<file path="config.mk">
export PLATFORM = sky130hd
export DESIGN_NAME = alu_pipe_nbit
export DESIGN_NICKNAME = d
export VERILOG_FILES = /design/src/rtl/alu_pipe_nbit.sv
export SDC_FILE = /design/constraint.sdc
export NUM_CORES = 1
export LEC_CHECK = 0
export CAP_MARGIN = 20
export CORE_AREA = 4 4 90 109
export DETAILED_ROUTE_END_ITERATION = 10
export DIE_AREA = 0 0 94 113
export MAX_ROUTING_LAYER = met4
export PLACE_DENSITY_LB_ADDON = 0.2
export SKIP_LAST_GASP = 1
export SYNTH_ARGS = -nofsm -noshare
export SYNTH_HDL_FRONTEND = slang
export SYNTH_SLANG_ARGS = --single-unit
</file>
<file path="constraint.sdc">
create_clock -name clk -period 8.1 [get_ports clk]
set_input_delay 1.62 -clock clk [delete_from_list [all_inputs] [get_ports clk]]
set_output_delay 1.62 -clock clk [all_outputs]
set_load 0.01 [all_outputs]
</file>
<file path="src/rtl/alu_pipe_nbit.sv">
// Two-stage valid/ready pipelined ALU: S1 registers operands, S2 registers result and flags.
// Eight opcodes (add/sub/logic/shift) with carry, signed overflow, zero and negative flags.
module alu_pipe_nbit #(
    parameter int WIDTH = 8,
    parameter int SHW   = 3
) (
    input  logic             clk,
    input  logic             rst,
    input  logic             in_valid,
    output logic             in_ready,
    input  logic [WIDTH-1:0] a_in,
    input  logic [WIDTH-1:0] b_in,
    input  logic             c_in,
    input  logic [2:0]       opcode,
    output logic             out_valid,
    input  logic             out_ready,
    output logic [WIDTH-1:0] result,
    output logic             carry_out,
    output logic             ovf_out,
    output logic             zero_out,
    output logic             neg_out
);

    localparam int MSB = WIDTH - 1;

    localparam logic [2:0] OpAdd = 3'd0;
    localparam logic [2:0] OpSub = 3'd1;
    localparam logic [2:0] OpAnd = 3'd2;
    localparam logic [2:0] OpOr  = 3'd3;
    localparam logic [2:0] OpXor = 3'd4;
    localparam logic [2:0] OpNot = 3'd5;
    localparam logic [2:0] OpShl = 3'd6;
    localparam logic [2:0] OpShr = 3'd7;

    logic             s1_valid;
    logic [WIDTH-1:0] s1_a;
    logic [WIDTH-1:0] s1_b;
    logic             s1_c;
    logic [2:0]       s1_op;
    logic             s2_valid;
    logic             s1_en;
    logic             s2_en;

    logic [WIDTH:0]   sum;
    logic [WIDTH:0]   diff;
    logic [WIDTH:0]   shl_w;
    logic [WIDTH:0]   shr_w;
    logic [SHW-1:0]   sh_n;
    logic [WIDTH-1:0] res_d;
    logic             carry_d;
    logic             ovf_d;

    assign s2_en     = !s2_valid || out_ready;
    assign s1_en     = !s1_valid || s2_en;
    assign in_ready  = s1_en;
    assign out_valid = s2_valid;

    always_comb begin
        sh_n  = s1_b[SHW-1:0];
        sum   = {1'b0, s1_a} + {1'b0, s1_b} + {{WIDTH{1'b0}}, s1_c};
        // Bit WIDTH of the extended difference is the borrow.
        diff  = {1'b0, s1_a} - {1'b0, s1_b} - {{WIDTH{1'b0}}, s1_c};
        // One guard bit catches the last bit shifted out; n = 0 leaves it zero.
        shl_w = {1'b0, s1_a} << sh_n;
        shr_w = {s1_a, 1'b0} >> sh_n;

        res_d   = '0;
        carry_d = 1'b0;
        ovf_d   = 1'b0;
        unique case (s1_op)
            OpAdd: begin
                res_d   = sum[WIDTH-1:0];
                carry_d = sum[WIDTH];
                ovf_d   = (s1_a[MSB] == s1_b[MSB]) && (sum[MSB] != s1_a[MSB]);
            end
            OpSub: begin
                res_d   = diff[WIDTH-1:0];
                carry_d = diff[WIDTH];
                ovf_d   = (s1_a[MSB] != s1_b[MSB]) && (diff[MSB] != s1_a[MSB]);
            end
            OpAnd: res_d = s1_a & s1_b;
            OpOr:  res_d = s1_a | s1_b;
            OpXor: res_d = s1_a ^ s1_b;
            OpNot: res_d = ~s1_a;
            OpShl: begin
                res_d   = shl_w[WIDTH-1:0];
                carry_d = shl_w[WIDTH];
            end
            OpShr: begin
                res_d   = shr_w[WIDTH:1];
                carry_d = shr_w[0];
            end
        endcase
    end

    always_ff @(posedge clk or posedge rst) begin
        if (rst) begin
            s1_valid  <= 1'b0;
            s1_a      <= '0;
            s1_b      <= '0;
            s1_c      <= 1'b0;
            s1_op     <= '0;
            s2_valid  <= 1'b0;
            result    <= '0;
            carry_out <= 1'b0;
            ovf_out   <= 1'b0;
            zero_out  <= 1'b0;
            neg_out   <= 1'b0;
        end else begin
            if (s1_en) begin
                s1_valid <= in_valid;
                if (in_valid) begin
                    s1_a  <= a_in;
                    s1_b  <= b_in;
                    s1_c  <= c_in;
                    s1_op <= opcode;
                end
            end
            // Bubbles advance the valid bit only; result data holds its last value.
            if (s2_en) begin
                s2_valid <= s1_valid;
                if (s1_valid) begin
                    result    <= res_d;
                    carry_out <= carry_d;
                    ovf_out   <= ovf_d;
                    zero_out  <= (res_d == '0);
                    neg_out   <= res_d[MSB];
                end
            end
        end
    end

endmodule
</file>
# Word level (Yosys, flattened, before mapping)
# Cells that the tools add are included.
# classes
addsub	4
bitwise_logic	4
n_eq_ne	11
mul	0
n_reduce_logical	10
shift	2
n_mux	3
n_lt_le_gt_ge	0
div_mod_pow	0
# ops
op	n
8-bit one-hot mux with 8 select lines	1
3-bit == test, second input constant	4
8-bit by 8-bit adder with 9-bit output	1
9-bit by 1-bit adder with 9-bit output	1
8-bit by 3-bit << shifter with 9-bit output	1
9-bit by 3-bit right shift with 9-bit output	1
8-bit by 8-bit subtractor with 9-bit output	1
9-bit by 1-bit subtractor with 9-bit output	1
8-bit bitwise AND	1
8-bit logical NOT	1
8-bit inverter	1
8-bit OR	1
8-bit XOR	1
3-bit by 2-bit == test with 1-bit output, second input constant	2
1-bit one-hot mux with 4 select lines	1
2-bit AND reduction	2
3-bit by 1-bit == test with 1-bit output, second input constant	1
3-bit logical NOT	1
1-bit != test	3
1-bit logical AND	2
1-bit logical NOT	2
1-bit logical OR	2
1-bit one-hot mux with 2 select lines	1
1-bit == test	1
# totals
regBits	34
out_inout_bits	14
input_bits	24
word_cells	45
mem_bits_rw	0
n_memories	0
romBits	0
latchBits	0

# Depth between registers and ports, before layout
# logic_depth
depth_word	5
mapped_depth	12

# Worst setup path before layout
# OpenSTA, ideal clock, no wires.
# synth_timing
kind	input -> output
start	in out_ready
end	out in_ready
setup_slack_ns	4.646
arrival_time_ns	1.834
cell_stages	1
cell_sequence	nand3b_1
# synth_between
elab_chain_len	2
# synth_rtl
element	line	rtl
from (decl)	16	input logic out_ready,
1-bit logical OR	53	assign s2_en = !s2_valid || out_ready;
1-bit logical OR	54	assign s1_en = !s1_valid || s2_en;
to (decl)	10	output logic in_ready,
# No other way between the ends.

# Worst setup path after layout
# Ends and elaborated chain as after synthesis.

==> results by stage <==
STA:
- The post-route fraction of the period consumed by the critical path is 0.542.
- Across the routed clock network, the largest skew measured is ~0.013 ns.
- Based on the critical path, the design can be clocked at up to approximately 230 MHz.
- The worst path needs between 4 and 5 ns of the cycle, external delays included.
- Setup repair after global routing left no endpoint under its margin.
- In this run the tightest slew margin relative to its limit is 0.425.
- The final hold violation count is 0.
- The number of pins with negative max-slew slack in the final report is 0.
- The smallest setup slack after layout is 3.71 ns.
- At the pin with the least slew margin, the transition time is about 0.86 ns.
- Setup violations remaining at the end of the flow were counted as 0.
- The final total negative setup slack is 0 ns.

Cells and area:
- 0 antenna diodes ended up in the layout.
- In the final layout, the multi-input gates occupy roughly 0.0023 mm2.
- The library cell used most frequently in the layout, excluding fill and tap cells, is sky130_fd_sc_hd__clkdlybuf4s50_1.
- The number of inserted filler cells in the final layout is 872.
- The fraction of layout cells with a size suffix above 1 is 0.136.
- The relative area change from synthesis to final layout is 15.2%.
- The final layout net count is 451.
- The top cell types in the final layout, fill and taps aside, are 37 x sky130_fd_sc_hd__clkdlybuf4s50_1, 35 x sky130_fd_sc_hd__ha_1, 33 x sky130_fd_sc_hd__dfrtp_1.
- The flip-flop and latch area is a little over 800 um2.

Clock network:
- The clock latency on the worst-skew pair is ~0.3 ns.
- The maximum level of the CTS H-tree is 2.
- The number of gates resized after CTS is 0.
- Hold repair after CTS inserted 0 buffers.
- TritonCTS built the clock tree.
- Clock-pin slew was measured on the worst setup and hold paths at about 0.080 ns.
- The number of clock sinks is 33.
- The total clock buffers created by CTS is 5.
- The tree is rooted in a sky130_fd_sc_hd__clkbuf_8.
- The clock passes through at most 2 buffers.
- The post-CTS setup-driven buffer insertion count is 0.

GRT:
- The wire length of the first global-routing pass is around 14000 um.
- The via count of the first global-routing pass was about 2700.
- The pin count of the biggest net entering global routing is 34.
- The number of antenna violations at the first check in global routing is 0.
- The total track usage is 0.175.
- The total congestion overflow is 0.

Drt:
- For this run, the detailed router's first-pass iteration total came to 4.
- The number of violations reported at the end of detailed-routing iteration 0 is around 170.
- The detail-routed via count per cell is 5.66.
- After detailed routing, the number of remaining DRC violations is 0.
- The total wirelength of the detailed-routed design is 8710 um.
- For this block, the via count after detailed routing is 2881.
- The count of nets left with antenna violations once routing finished came out at 0.
- In the final routed layout, each cell accounts on average for ~17 um.

Job:
- Max-cap violations in this run came to 0.

Die:
- The number of standard-cell rows in the floorplan is 38.
- The die covers between 0.01 and 0.015 mm2.
- The initial core utilization is 0.382.
- The floorplan die width is 94 um.
- The floorplan die height is around 110 um.
- After floorplanning, the core was sized to cover slightly below 0.009 mm2.
- For this design the top-level I/O count stands at 38.

Synthesis:
- The post-synthesis cell type count is 73.
- The post-synthesis instance area is approximately 0.0034 mm2.
- The number of synthesized flops with an enable pin is 0.
- Synthesis inferred 33 register bits.
- The number of nets produced by synthesis is about 430.
- The proportion of register bits with asynchronous set or reset after synthesis is 1.00.
- Each instance of the synthesized netlist takes up on average roughly 9.3 um2.
- The count of synthesis-stage warnings from yosys is 0.
- The number of instances in the synthesized netlist is about 360.
- Of the synthesized area, sequential elements account for 0.245.
- For this run, the leading register cell type out of synthesis is sky130_fd_sc_hd__dfrtp_1.

Power and ir drop:
- The largest vdd supply drop is 0.0000762 V.
- Power spread over the standard cell area amounts to approximately 230 mW/mm2.
- The analysis attributes to cell leakage a power of between 1.5 and 2 nW.

Critical path:
- STA puts the critical path data arrival time at about 2.8 ns.
- The signal on the critical path passes through clkdlybuf4s50_1 > nand3b_1 > clkdlybuf4s50_1.
- The required time at the worst-slack endpoint is ~6.5 ns.
- In this design, the largest share of critical-path delay is due to buffers and inverters.
- The type of origin of the critical path is an input pin.
- The path length in cells of the critical path is 3.
- The maximum fanout along the worst path is 3.
- The cell that appears most often on the critical path is sky130_fd_sc_hd__clkdlybuf4s50_1.
- The worst setup path is captured at an output pin.
- The number of buffer and inverter stages on the critical path is 2.
- On the worst path, the slowest cell contributes a delay of 0.55 ns.
- The worst register-to-register path has a depth of 10.
- The kind of critical path is in -> out.
- The critical-path cell with the highest stage delay is sky130_fd_sc_hd__clkdlybuf4s50_1.

Place:
- Summed over all nets, the half-perimeter wirelength after detailed placement is roughly 6700 um.
- In this run the tool buffered the top-level ports with 37 buffer cells.
- The setup slack at placement is between 3 and 4 ns.
- Routability-driven placement finished with a final weighted congestion of 0.910.

Hold path:
- Along the worst hold path, the cell count comes to 2.
- The kind of path behind the tightest hold check is reg -> reg.

Status:
- The flow ran to the end, and the final reports show no timing, DRC or antenna violations.
[through the flow]
step	total power [mW]	cell area, um2	std cells	utilization	hold slack [ns]
after floorplan	0.626	3380	362	-	0.471
after global placement	0.770	3810	501	0.430	0.461
after detailed placement	0.777	3810	501	0.430	0.469
after CTS	0.907	3890	509	0.440	0.487
after global routing	0.977	3890	509	0.440	0.517
final	0.907	3890	509	0.440	0.480
[flip-flops by register name, indices dropped and copies added, names as in the netlist, 3 cells and up]
signal / cells
result: 8
s1_a: 8
s1_b: 8
s1_op: 3
[per-layer routing]
layer / wire length (um) / global-route usage / part of all wire
met5: 0 / - / 0
met4: 128 / 0.0366 / 0.015
met2: 4400 / 0.294 / 0.50
met1: 3810 / 0.225 / 0.44
met3: 373 / 0.0226 / 0.043
[kinds of logic after synthesis]
kind of cell               count (synthesis)  share of synthesized area
and+or+nand+nor                          100                      0.159
AOI/OAI and AO/OA                         86                      0.199
buffers and inverters                     53                     0.0704
muxes                                     41                      0.148
adders and majority gates                 39                      0.153
DFF                                       33                      0.245
xor gates and xnor gates                  10                     0.0259
[area by class of cell]
class / instances / area share
Tap cell: 120 / 0.0386
Timing Repair Buffer: 41 / 0.103
Inverter: 31 / 0.0299
Sequential cell: 33 / 0.212
Clock buffer: 6 / 0.0187
Multi-Input combinational cell: 276 / 0.595
Clock inverter: 2 / 0.00257
[worst min-delay path, stage by stage, from the launching register on]
cell,delay [ns]
sky130_fd_sc_hd__dfrtp_1,0.35
sky130_fd_sc_hd__nand2_1,0.05
sky130_fd_sc_hd__o21ai_0,0.06
[cells in the mapped netlist, types with 6 or more instances]
cell type	instances	share of area
sky130_fd_sc_hd__ha_1	35	0.13
sky130_fd_sc_hd__dfrtp_1	33	0.24
sky130_fd_sc_hd__inv_1	29	0.032
sky130_fd_sc_hd__nor2_1	25	0.028
sky130_fd_sc_hd__mux2_2	24	0.080
sky130_fd_sc_hd__nand2_1	23	0.026
sky130_fd_sc_hd__mux2i_1	12	0.036
sky130_fd_sc_hd__o21ai_0	12	0.018
sky130_fd_sc_hd__buf_2	10	0.015
sky130_fd_sc_hd__nand2b_1	10	0.019
sky130_fd_sc_hd__a21oi_1	8	0.012
sky130_fd_sc_hd__clkbuf_1	7	0.0078
sky130_fd_sc_hd__nor2b_1	7	0.013
sky130_fd_sc_hd__xnor2_1	7	0.018
sky130_fd_sc_hd__a211oi_1	6	0.013
sky130_fd_sc_hd__nand3_1	6	0.0089
sky130_fd_sc_hd__nor3_1	6	0.0089
[where the power goes]
group	leakage, nW	internal [mW]	switching [mW]
sequential	0.391	0.201	0.0497
clock	0.0450	0.0597	0.0685
combinational	1.22	0.252	0.276
[worst paths after layout]
check | from | to | slack, ns
worst min-delay path | result[5] | result[5] | 0.48
max in group asynchronous | rst | s1_b[3] | 6.07
worst max-delay path | out_ready | in_ready | 3.71
min in group asynchronous | rst | s1_b[4] | 1.72
worst min register to register | result[5] | result[5] | 0.48
worst max register to register | s1_b[0] | ovf_out | 4.24
(Power assumes the default switching activity.)
